$ cat config.mk
export PLATFORM = sky130hd
export DESIGN_NAME = crc_byte_sequencer_flat
export DESIGN_NICKNAME = d
export VERILOG_FILES = /design/src/rtl/crc_pkg.sv /design/src/rtl/crc_byte_sequencer_if.sv /design/src/rtl/crc_byte_sequencer.sv /design/src/flat_wrapper.sv
export SDC_FILE = /design/constraint.sdc
export NUM_CORES = 1
export LEC_CHECK = 0
export CAP_MARGIN = 10
export CORE_MARGIN = 3
export CORE_UTILIZATION = 44
export CTS_CLUSTER_DIAMETER = 60
export DETAILED_ROUTE_END_ITERATION = 6
export HOLD_SLACK_MARGIN = 0.1
export MAX_ROUTING_LAYER = met4
export PLACE_DENSITY = 0.79
export SYNTH_ARGS = -nofsm -noshare
export SYNTH_HDL_FRONTEND = slang
export SYNTH_SLANG_ARGS = --single-unit
$ cat constraint.sdc
create_clock -name clk -period 2.2 [get_ports clk]
set_input_delay 0.22 -clock clk [delete_from_list [all_inputs] [get_ports clk]]
set_output_delay 0.22 -clock clk [all_outputs]
set_load 0.005 [all_outputs]
$ cat src/rtl/crc_pkg.sv
// crc_pkg: shared types and constants for the CRC byte sequencer.
// Holds the sequencer state encoding and the byte/bit-index widths.
package crc_pkg;

  localparam int BYTE_BITS = 8;
  localparam int BIT_IDX_W = 3;

  typedef enum logic [2:0] {
    IDLE,
    INIT,
    WAIT,
    SHIFT,
    CAPTURE,
    RESULT
  } state_t;

endpackage

$ cat src/rtl/crc_byte_sequencer_if.sv
// crc_byte_sequencer_if: byte stream in, held CRC result out.
// master drives bytes and consumes results; slave is the sequencer.
interface crc_byte_sequencer_if #(
  parameter int MAX_BITS = 32
);
  logic                in_valid;
  logic [7:0]          in_data;
  logic                in_last;
  logic                in_ready;
  logic                out_valid;
  logic                out_ready;
  logic [MAX_BITS-1:0] out_crc;

  modport master (
    output in_valid,
    output in_data,
    output in_last,
    input  in_ready,
    input  out_valid,
    output out_ready,
    input  out_crc
  );

  modport slave (
    input  in_valid,
    input  in_data,
    input  in_last,
    output in_ready,
    output out_valid,
    input  out_ready,
    output out_crc
  );
endinterface

$ cat src/rtl/crc_byte_sequencer.sv
// crc_byte_sequencer: byte-stream front end for the bit-serial crcN engine.
// Define CRC_SEQ_PREFETCH_EN for a one-byte holder that removes WAIT gaps.
module crc_byte_sequencer
  import crc_pkg::*;
#(
  parameter int MAX_BITS = 32,
  parameter int COUNT_W  = 16
) (
  input  logic                 clk,
  input  logic                 rst,
  input  logic                 start,
  crc_byte_sequencer_if.slave  bus,
  output logic                 crc_initialize,
  output logic                 crc_shift,
  output logic [BYTE_BITS-1:0] crc_data,
  output logic [BIT_IDX_W-1:0] crc_bit_index,
  input  logic [MAX_BITS-1:0]  crc_value,
  output logic [COUNT_W-1:0]   byte_count,
  output logic                 busy
);

  state_t               state;
  logic [BIT_IDX_W-1:0] bit_cnt;
  logic [BYTE_BITS-1:0] cur_data;
  logic                 cur_last;
  logic [MAX_BITS-1:0]  crc_q;

  logic in_hs;
  logic restart;
  logic accept;
  logic last_bit;

  assign in_hs    = bus.in_valid & bus.in_ready;
  assign restart  = start & ((state == IDLE) | (state == WAIT));
  assign accept   = in_hs & ~restart;
  assign last_bit = (state == SHIFT) & (bit_cnt == '0);

`ifdef CRC_SEQ_PREFETCH_EN
  logic                 hold_full;
  logic                 hold_last;
  logic [BYTE_BITS-1:0] hold_data;

  assign bus.in_ready = (state == WAIT)
                      | ((state == SHIFT) & ~hold_full & ~cur_last);

  // Bytes taken at the final bit bypass the holder.
  always_ff @(posedge clk or negedge rst) begin
    if (!rst) begin
      hold_full <= 1'b0;
      hold_last <= 1'b0;
      hold_data <= '0;
    end else if (restart) begin
      hold_full <= 1'b0;
    end else if (accept & (state == SHIFT) & ~last_bit) begin
      hold_full <= 1'b1;
      hold_data <= bus.in_data;
      hold_last <= bus.in_last;
    end else if (last_bit) begin
      hold_full <= 1'b0;
    end
  end
`else
  assign bus.in_ready = (state == WAIT);
`endif

  always_ff @(posedge clk or negedge rst) begin
    if (!rst) begin
      state    <= IDLE;
      bit_cnt  <= '0;
      cur_data <= '0;
      cur_last <= 1'b0;
      crc_q    <= '0;
    end else begin
      unique case (state)
        IDLE: begin
          if (start) state <= INIT;
        end
        INIT: begin
          state <= WAIT;
        end
        WAIT: begin
          if (start) begin
            state <= INIT;
          end else if (accept) begin
            cur_data <= bus.in_data;
            cur_last <= bus.in_last;
            bit_cnt  <= '1;
            state    <= SHIFT;
          end
        end
        SHIFT: begin
          bit_cnt <= bit_cnt - 1'b1;
          if (bit_cnt == '0) begin
            if (cur_last) begin
              state <= CAPTURE;
`ifdef CRC_SEQ_PREFETCH_EN
            end else if (hold_full) begin
              cur_data <= hold_data;
              cur_last <= hold_last;
            end else if (accept) begin
              cur_data <= bus.in_data;
              cur_last <= bus.in_last;
`endif
            end else begin
              state <= WAIT;
            end
          end
        end
        CAPTURE: begin
          crc_q <= crc_value;
          state <= RESULT;
        end
        RESULT: begin
          if (bus.out_ready) state <= IDLE;
        end
        default: begin
          state <= IDLE;
        end
      endcase
    end
  end

  always_ff @(posedge clk or negedge rst) begin
    if (!rst) begin
      byte_count <= '0;
    end else if (restart) begin
      byte_count <= '0;
    end else if (accept & ~&byte_count) begin
      byte_count <= byte_count + 1'b1;
    end
  end

  assign crc_initialize = (state == INIT);
  assign crc_shift      = (state == SHIFT);
  assign crc_bit_index  = crc_shift ? bit_cnt : '0;
  assign crc_data       = cur_data;
  assign bus.out_valid  = (state == RESULT);
  assign bus.out_crc    = crc_q;
  assign busy           = (state != IDLE);

endmodule

$ cat src/flat_wrapper.sv
// flat-port wrapper written by rule: the top's interface ports become plain ports
module crc_byte_sequencer_flat import crc_pkg::*;
#(
  parameter int MAX_BITS = 32,
  parameter int COUNT_W  = 16
)
  (clk, rst, start, crc_initialize, crc_shift, crc_data, crc_bit_index, crc_value, byte_count, busy, bus_in_valid, bus_in_data, bus_in_last, bus_in_ready, bus_out_valid, bus_out_ready, bus_out_crc);
  crc_byte_sequencer_if #(.MAX_BITS(MAX_BITS)) bus_i ();
  input  logic clk;
  input  logic rst;
  input  logic start;
  output logic crc_initialize;
  output logic crc_shift;
  output logic [BYTE_BITS-1:0] crc_data;
  output logic [BIT_IDX_W-1:0] crc_bit_index;
  input  logic [MAX_BITS-1:0] crc_value;
  output logic [COUNT_W-1:0] byte_count;
  output logic busy;
  input wire logic [$bits(bus_i.in_valid)-1:0] bus_in_valid;
  input wire logic [$bits(bus_i.in_data)-1:0] bus_in_data;
  input wire logic [$bits(bus_i.in_last)-1:0] bus_in_last;
  output wire logic [$bits(bus_i.in_ready)-1:0] bus_in_ready;
  output wire logic [$bits(bus_i.out_valid)-1:0] bus_out_valid;
  input wire logic [$bits(bus_i.out_ready)-1:0] bus_out_ready;
  output wire logic [$bits(bus_i.out_crc)-1:0] bus_out_crc;
  assign bus_i.in_valid = bus_in_valid;
  assign bus_i.in_data = bus_in_data;
  assign bus_i.in_last = bus_in_last;
  assign bus_in_ready = bus_i.in_ready;
  assign bus_out_valid = bus_i.out_valid;
  assign bus_i.out_ready = bus_out_ready;
  assign bus_out_crc = bus_i.out_crc;
  crc_byte_sequencer #(.MAX_BITS(MAX_BITS), .COUNT_W(COUNT_W)) u_core (.clk(clk), .rst(rst), .start(start), .bus(bus_i), .crc_initialize(crc_initialize), .crc_shift(crc_shift), .crc_data(crc_data), .crc_bit_index(crc_bit_index), .crc_value(crc_value), .byte_count(byte_count), .busy(busy));
endmodule
# ---- Yosys cells after proc, flatten, opt, wreduce, memory -nomap -nowiden
# Index checks and enable logic that the tools add are counted.
# Widths: inputs -> output; s select.
dict set report word_totals {
  out_inout_bits 64
  regBits 63
}
dict set report op_classes {
  eq_ne 11
  reduce_logical 10
  addsub 2
  bitwise_logic 7
  n_mux 13
}
# operator count
set ops {}
lappend ops {{$mux 16} 2}
lappend ops {{$mux 3} 9}
lappend ops {{$pmux 3 s6} 1}
lappend ops {{$add 16x1->16 const B} 1}
lappend ops {{$reduce_and 16->1} 1}
lappend ops {{$ne 2x2->1 const B} 4}
lappend ops {{$eq 3x2->1 const B} 2}
lappend ops {{$eq 3x3->1 const B} 2}
lappend ops {{$logic_not 3->1} 2}
lappend ops {{$pmux 3 s2} 1}
lappend ops {{$reduce_and 3->1} 2}
lappend ops {{$and 1x1->1} 4}
lappend ops {{$reduce_and 4->1} 1}
lappend ops {{$reduce_bool 2->1} 2}
lappend ops {{$eq 3x1->1 const B} 1}
lappend ops {{$ne 3x3->1 const B} 1}
lappend ops {{$reduce_bool 3->1} 1}
lappend ops {{$sub 3x1->3 const B} 1}
lappend ops {{$ne 2x1->1 const B} 1}
lappend ops {{$not 1->1} 2}
lappend ops {{$logic_not 1->1} 1}
lappend ops {{$or 1x1->1} 1}

# ---- Depth between registers and ports, before layout
# Gate-level depths: netlist of the first run.
dict set report depth {
  depth_word 8
  depth_mapped 6
  ltp_nobuf 6
}

# ---- Least setup slack after synthesis of the first run
# Ideal clock, no wire load.
dict set report synth_timing {
  path_kind {reg-to-reg}
  from {register u_core.byte_count[0]}
  to {register u_core.byte_count[7]}
  n_path_buf 0
  t_arrival_ps 1656
  path_slack_ps 418
  path_stages_with_launch 6
  setup_time_ps 126
  synth_period_minus_slack_ps 1782
  path_cell_list {dfrtp_1 ha_1 and4_1 and4_4 or4_4 mux2i_1}
}
dict set report synth_between {
  elab_chain_len 4
  elab_cells_between_ends 7
  cone_classes {1 x add/sub; 2 x mux; 1 x bitwise; 3 x reduce/logical}
}
# element line_no
set synth_rtl {}
lappend synth_rtl {{start, declared} crc_byte_sequencer.sv:18} ;# output logic [COUNT_W-1:0] byte_count,
lappend synth_rtl {{start signal, assigned} crc_byte_sequencer.sv:129} ;# byte_count <= byte_count + 1'b1;
lappend synth_rtl {{parallel branches: the longest is 4 deep, another holds $add 16x1->16} -}
# Several ways; the timed one is not identified. The select of a mux whose other input is x is not followed.
# A chain may end at the register's enable or synchronous reset.

# ---- Final worst setup path of the first run
dict set report layout_timing {
  from {register u_core.state[2]}
  to {output port crc_bit_index[0]}
}
dict set report layout_between {
  elab_chain_len 2
}
# element line_no
set layout_rtl {}
lappend layout_rtl {{start, declared} crc_byte_sequencer.sv:22} ;# state_t state;
lappend layout_rtl {{start signal, assigned} crc_byte_sequencer.sv:68} ;# state <= IDLE;
lappend layout_rtl {{start signal, assigned} crc_byte_sequencer.sv:76} ;# if (start) state <= INIT;
lappend layout_rtl {{start signal, assigned} crc_byte_sequencer.sv:79} ;# state <= WAIT;
lappend layout_rtl {{$eq 3x2->1} -}
lappend layout_rtl {{$mux 3} crc_byte_sequencer.sv:135} ;# assign crc_bit_index = crc_shift ? bit_cnt : '0;
lappend layout_rtl {{end, declared} flat_wrapper.sv:15} ;# output logic [BIT_IDX_W-1:0] crc_bit_index;
# No other way between the ends.

==> results of run 1 <==
==> worst register-to-register path, stage by stage, from the launching register on <==
cell and delay [ns]:
dfrtp_2 0.49, nor4b_4 0.32, nand2_1 0.33, or4_1 0.59, a21oi_1 0.18
==> worst min-delay path by stage <==
stage                     from                      to  cells past startpoint
final                      rst   u_core.byte_count[15]                      2
after global routing       rst   u_core.byte_count[15]                      2
after CTS                  rst   u_core.byte_count[11]                      2
after detailed placement   rst  u_core.bus.out_crc[30]                      1
after global placement     rst   u_core.bus.out_crc[3]                      1
after floorplan            rst       u_core.bit_cnt[0]                      0
==> what timing repair did <==
item,in CTS,in global routing
hold buffers,1,0
hold endpoints to repair,16,0
resized for setup,1,1
setup buffers,0,4
setup endpoints to repair,3,3
==> per-layer routing <==
metal  part of all wire (%)  global-route usage (%)  up-vias
met5                      0                       -        -
met4                    1.5                    8.78        0
met3                    6.6                    4.28       11
met2                     49                    31.4       93
met1                     43                    25.7     1164
li1                       -                       -     1138
==> cell usage after synthesis (all sizes together) (3+ instances only) <==
cell type | number | area [um2]
a21oi | 14 | 70.1
and2 | 5 | 31.3
and3 | 3 | 23.8
and4 | 5 | 46.3
buf | 8 | 46.3
clkbuf | 6 | 22.5
dfrtp | 63 | 1580
ha | 3 | 37.5
inv | 4 | 15.0
mux2 | 32 | 360
mux2i | 4 | 40.0
nand2 | 41 | 154
nand3 | 9 | 45.0
nand4 | 5 | 31.3
nor2 | 5 | 18.8
nor3 | 3 | 15.0
nor3b | 3 | 27.5
o21ai | 6 | 30.0
o31ai | 5 | 37.5
or3 | 3 | 18.8
or4 | 7 | 56.3
==> flip-flops by register name (all words and copies together) (netlist names) <==
register	cells
u_core.crc_data	8
u_core.byte_count	16
u_core.bit_cnt	3
u_core.state	3
u_core.bus.out_crc	32
u_core.cur_last	1
==> cell type report <==
| class | instances | share of cell area [%] |
|---|---|---|
| flip-flops and latches | 63 | 37.3 |
| multi-input cells | 168 | 28.3 |
| repair buffers | 122 | 28.0 |
| clock buffers | 13 | 3.75 |
| well taps | 75 | 2.22 |
| inverters | 4 | 0.355 |
| clock inverters | 1 | 0.118 |
==> metrics by stage <==
step                      cell area [um2]  utilization (%)
final                                4230             69.5
after global routing                 4230             69.5
after CTS                            4200             68.9
after detailed placement             4030             66.1
after global placement               4030             66.1
after floorplan                      2850                -
==> report_power, final <==
group	switching [mW]	leakage [nW]	internal (mW)	total [mW]
Sequential	0.267	0.796	1.58	1.85
Combinational	0.688	0.942	1.28	1.97
Clock	0.401	0.0854	0.457	0.858
Total	1.36	1.82	3.32	4.68
==> placed cells by master, fill, tap and decap left out, drive strengths merged, types with 6 or more instances in the layout <==
cell / count
or4: 7
clkdlybuf4s50: 108
o21ai: 6
nand3: 9
nand2: 41
buf: 13
a21oi: 14
mux2: 32
clkbuf: 13
dfrtp: 63
==> cells by family after synthesis <==
| kind of cell | after synthesis | synth area share (%) |
|---|---|---|
| flip-flops | 63 | 55.3 |
| multiplexers | 36 | 14.0 |
| AND/OR/NAND/NOR | 96 | 19.2 |
| AO/OA/AOI/OAI | 33 | 7.20 |
| adder cells (fa/ha/maj) | 3 | 1.32 |
| buffers and inverters | 18 | 2.94 |
==> flow_metrics.env, run 1 <==
export IMPL_synth_ff_type="dfrtp_1"
export IMPL_first_pass_iters=4
export IMPL_rsz0062_at_grt="false"
export IMPL_cp_arrival_ns=1.85
export IMPL_grt_max_degree=33
export IMPL_start_util_pct=46.8
export IMPL_ant_nets=0
export IMPL_routed_wl_um=7030
export IMPL_cpPeakStageDelay_ns=0.50
export IMPL_crit_chain="and3b_2 > and2_1 > clkdlybuf4s50_1"
export IMPL_power_total_mw=4.68
export IMPL_timing_critical_path_to="crc_bit_index[0]"
export IMPL_gp_congestion=0.842
export IMPL_drtIter0Drc=99
export IMPL_design_die_area_um2=7480
export IMPL_outcome="completed"
export IMPL_ios=110
export IMPL_reg2reg_slack_ns=0.21
export IMPL_grt_pass1_wl_um=11500
export IMPL_p_per_area_nw_per_um2=1100
export IMPL_worstSetupStartpointType="flip-flop"
export IMPL_layout_drive_gt1_share_pct=17.5
export IMPL_fin_ws_ns=0.127
export IMPL_final_period_utilization_pct=94.2
export IMPL_grt_antenna_before_repair=0
export IMPL_vias_per_cell=5.39
export IMPL_clockBufferDepth=2
export IMPL_htree_levels=3
export IMPL_fin_setup_tns_ns=0
export IMPL_route_detailed_drc=0
export IMPL_antenna_cells=0
export IMPL_required_ns=1.98
export IMPL_hold_viol=0
export IMPL_endpoint_kind="output port"
export IMPL_seq_area_frac_synth_pct=55.3
export IMPL_synthDistinctLibCells=40
export IMPL_r2r_end="u_core.byte_count[3]"
export IMPL_cts_tree="yes"
export IMPL_final_cells=446
export IMPL_placedCellCount=427
export IMPL_crit_slowest_cell="clkdlybuf4s50_1"
export IMPL_avgRoutedWirePerCell_um=15.8
export IMPL_cts_root_buf="clkbuf_8"
export IMPL_die_w_um=86.5
export IMPL_slew_violations=0
export IMPL_hp_class="primary input to asynchronous set/reset pin"
export IMPL_peakVddDrop_mv=0.754
export IMPL_vias=2406
export IMPL_critPathKind="flip-flop to output port"
export IMPL_clk_pin_slew_ns=0.07
export IMPL_coreArea_um2=6100
export IMPL_avgSynthCellArea_um2=11.4
export IMPL_netlist_area_um2=2850
export IMPL_worst_pin_slew_ns=0.466
export IMPL_crit_family="simple AND/OR/NAND/NOR gates"
export IMPL_leakagePower_nw=1.82
export IMPL_grt_util_all_layers_pct=20.3
export IMPL_seq_area_um2=1580
export IMPL_setup_violations=0
export IMPL_die_h_um=86.5
export IMPL_r2r_start="u_core.state[2]"
export IMPL_insertion_delay_ns=0.33
export IMPL_hold_ws_ns=0.352
export IMPL_grt_pass1_vias=2427
export IMPL_dp_hpwl_um=5090
export IMPL_cts_sinks=63
export IMPL_cts_buffers=9
export IMPL_yosys_warnings=0
export IMPL_reg2reg_depth=4
export IMPL_fin_skew_ns=0.00678
export IMPL_async_reset_ff_share_pct=100
export IMPL_rows=28
export IMPL_synth_seq_cells=63
export IMPL_nNetsFinal=417
export IMPL_syn2layout_area_growth_pct=48.6
export IMPL_critical_path_buf_inv_count=1
export IMPL_slew_limit_headroom_pct=68.8
export IMPL_place_ws_ns=-0.00504
export IMPL_synth_edf_count=0
export IMPL_synth_cells=249
export IMPL_synth_nets=298
export IMPL_critPathMaxFanout=11
export IMPL_multiInputGateArea_um2=1200
export IMPL_gr_total_overflow=0
export IMPL_maxCapViolCount=0
export IMPL_cp_depth=3
export IMPL_port_buffers=109
export IMPL_crit_path_start="u_core.state[2]"
export IMPL_period_needed_ns=2.07
export IMPL_n_fill_cell=466
export IMPL_timing_fmax_mhz=482
No activity file was read; power rests on OpenSTA's default activity.
==> run 2, diff against run 1 <==
Settings changed: CORE_UTILIZATION 44 to 40, PLACE_DENSITY 0.79 to 0.73, SKIP_CTS_REPAIR_TIMING from default to 1.
==> flow_metrics.env, run 2 (synthesis results as in run 1) <==
export IMPL_dp_hpwl_um=4850
export IMPL_worst_pin_slew_ns=0.636
export IMPL_largest_reg_flops=32
export IMPL_grt_pass1_vias=2436
export IMPL_critPathMaxFanout=11
export IMPL_cts_root_buf="clkbuf_8"
export IMPL_fin_skew_ns=0.0103
export IMPL_ant_nets=0
export IMPL_required_ns=1.98
export IMPL_gr_total_overflow=0
export IMPL_placedCellCount=449
export IMPL_met2_length_um=3120
export IMPL_hold_ws_ns=0.412
export IMPL_utilization_pct=62.2
export IMPL_grt_antenna_before_repair=0
export IMPL_grt_util_all_layers_pct=18.0
export IMPL_avgRoutedWirePerCell_um=14.3
export IMPL_drt_met1_wl_um=3030
export IMPL_endpoint_kind="output port"
export IMPL_grt_max_degree=33
export IMPL_drtIter0Drc=50
export IMPL_final_common_cell="clkdlybuf4s50_1"
export IMPL_final_cells=466
export IMPL_rows=30
export IMPL_start_util_pct=41.5
export IMPL_cts_sinks=63
export IMPL_design_die_area_um2=8170
export IMPL_wl_met3_um=427
export IMPL_period_needed_ns=2.06
export IMPL_antenna_cells=0
export IMPL_setup_violations=0
export IMPL_worstSetupStartpointType="flip-flop"
export IMPL_layout_common_cells="clkdlybuf4s50_1, dfrtp_1, nand2_1"
export IMPL_gp_congestion=0.815
export IMPL_seq_area_um2=1580
export IMPL_power_total_mw=4.62
export IMPL_timing_fmax_mhz=486
export IMPL_die_w_um=90.4
export IMPL_nNetsFinal=414
export IMPL_insertion_delay_ns=0.33
export IMPL_cts_buffers=9
export IMPL_syn2layout_area_growth_pct=50.0
export IMPL_first_pass_iters=4
export IMPL_vias_per_cell=5.10
export IMPL_multiInputGateArea_um2=1200
export IMPL_hold_viol=0
export IMPL_port_buffers=109
export IMPL_grt_pass1_wl_um=11700
export IMPL_p_sw_share_pct=28.6
export IMPL_power_frac_seq_pct=39.9
export IMPL_clockBufferDepth=2
export IMPL_intPower_mw=3.29
export IMPL_route_detailed_drc=0
export IMPL_maxCapViolCount=0
export IMPL_p_per_area_nw_per_um2=1080
export IMPL_slew_limit_headroom_pct=57.6
export IMPL_fin_setup_tns_ns=0
export IMPL_routed_wl_um=6660
export IMPL_die_h_um=90.4
export IMPL_n_fill_cell=580
export IMPL_fin_ws_ns=0.143
export IMPL_power_frac_comb_pct=40.5
export IMPL_peakVddDrop_mv=0.688
export IMPL_cts_tree="yes"
export IMPL_top_layer="met4"
export IMPL_dpl_cell_area_um2=4090
export IMPL_switchingPower_mw=1.32
export IMPL_rsz0062_at_grt="false"
export IMPL_vias=2376
export IMPL_postLayoutCellArea_um2=4270
export IMPL_place_ws_ns=0.0829
export IMPL_coreArea_um2=6870
export IMPL_clk_pin_slew_ns=0.07
export IMPL_cp_arrival_ns=1.84
export IMPL_htree_levels=3
export IMPL_ios=110
export IMPL_hp_class="primary input to flip-flop"
export IMPL_outcome="completed"
export IMPL_critPathKind="flip-flop to output port"
export IMPL_leakagePower_nw=1.82
export IMPL_clockPowerShare_pct=19.5
export IMPL_final_period_utilization_pct=93.5
export IMPL_slew_violations=0
export IMPL_layout_drive_gt1_share_pct=17.0
[run 2: cell types whose count changed in the layout (fill, tap and decap cells not counted), sizes merged]
| cell | change |
|---|---|
| clkinv | +1 |
| buf | -3 |
| clkinvlp | +1 |
[run 2: power groups by stage]
stage               combinational, mW  clock (mW)  sequential [mW]
floorplan                       0.729           0             1.86
global placement                 1.86           0             1.85
detailed placement               1.90           0             1.87
CTS                              1.91       0.933             1.85
global route                     2.05       0.975             1.92
finish                           1.87       0.901             1.84
[run 2: worst max-delay path, stage by stage (launching register included)]
cell             delay [ns]
dfrtp_1                0.51
and3b_2                0.34
and2_1                 0.16
clkdlybuf4s50_1        0.50
[run 2: final timing paths]
check | startpoint | endpoint | slack (ns) | cells past startpoint
setup / recovery | u_core.state[2] | crc_bit_index[0] | 0.14 | 3
hold / removal | bus_in_data[5] | u_core.crc_data[5] | 0.41 | 3
setup reg to reg | u_core.state[2] | u_core.byte_count[12] | 0.21 | 4
hold reg to reg | u_core.crc_data[7] | u_core.crc_data[7] | 0.47 | 2
max in group asynchronous | rst | u_core.bus.out_crc[31] | 1.16 | 3
min in group asynchronous | rst | u_core.byte_count[13] | 0.45 | 2
[run 2: layout make-up]
type | instances | area share [%]
Sequential cell | 63 | 36.9
Multi-Input combinational cell | 168 | 28.0
Timing Repair Buffer | 119 | 27.8
Clock buffer | 13 | 3.72
Tap cell | 96 | 2.81
Clock inverter | 3 | 0.410
Inverter | 4 | 0.351
[run 2: layer usage]
| layer | up-vias | global-route usage (%) |
|---|---|---|
| met5 | - | - |
| met4 | 0 | 6.12 |
| met2 | 83 | 28.1 |
| met3 | 8 | 4.58 |
| met1 | 1149 | 22.9 |
| li1 | 1136 | - |
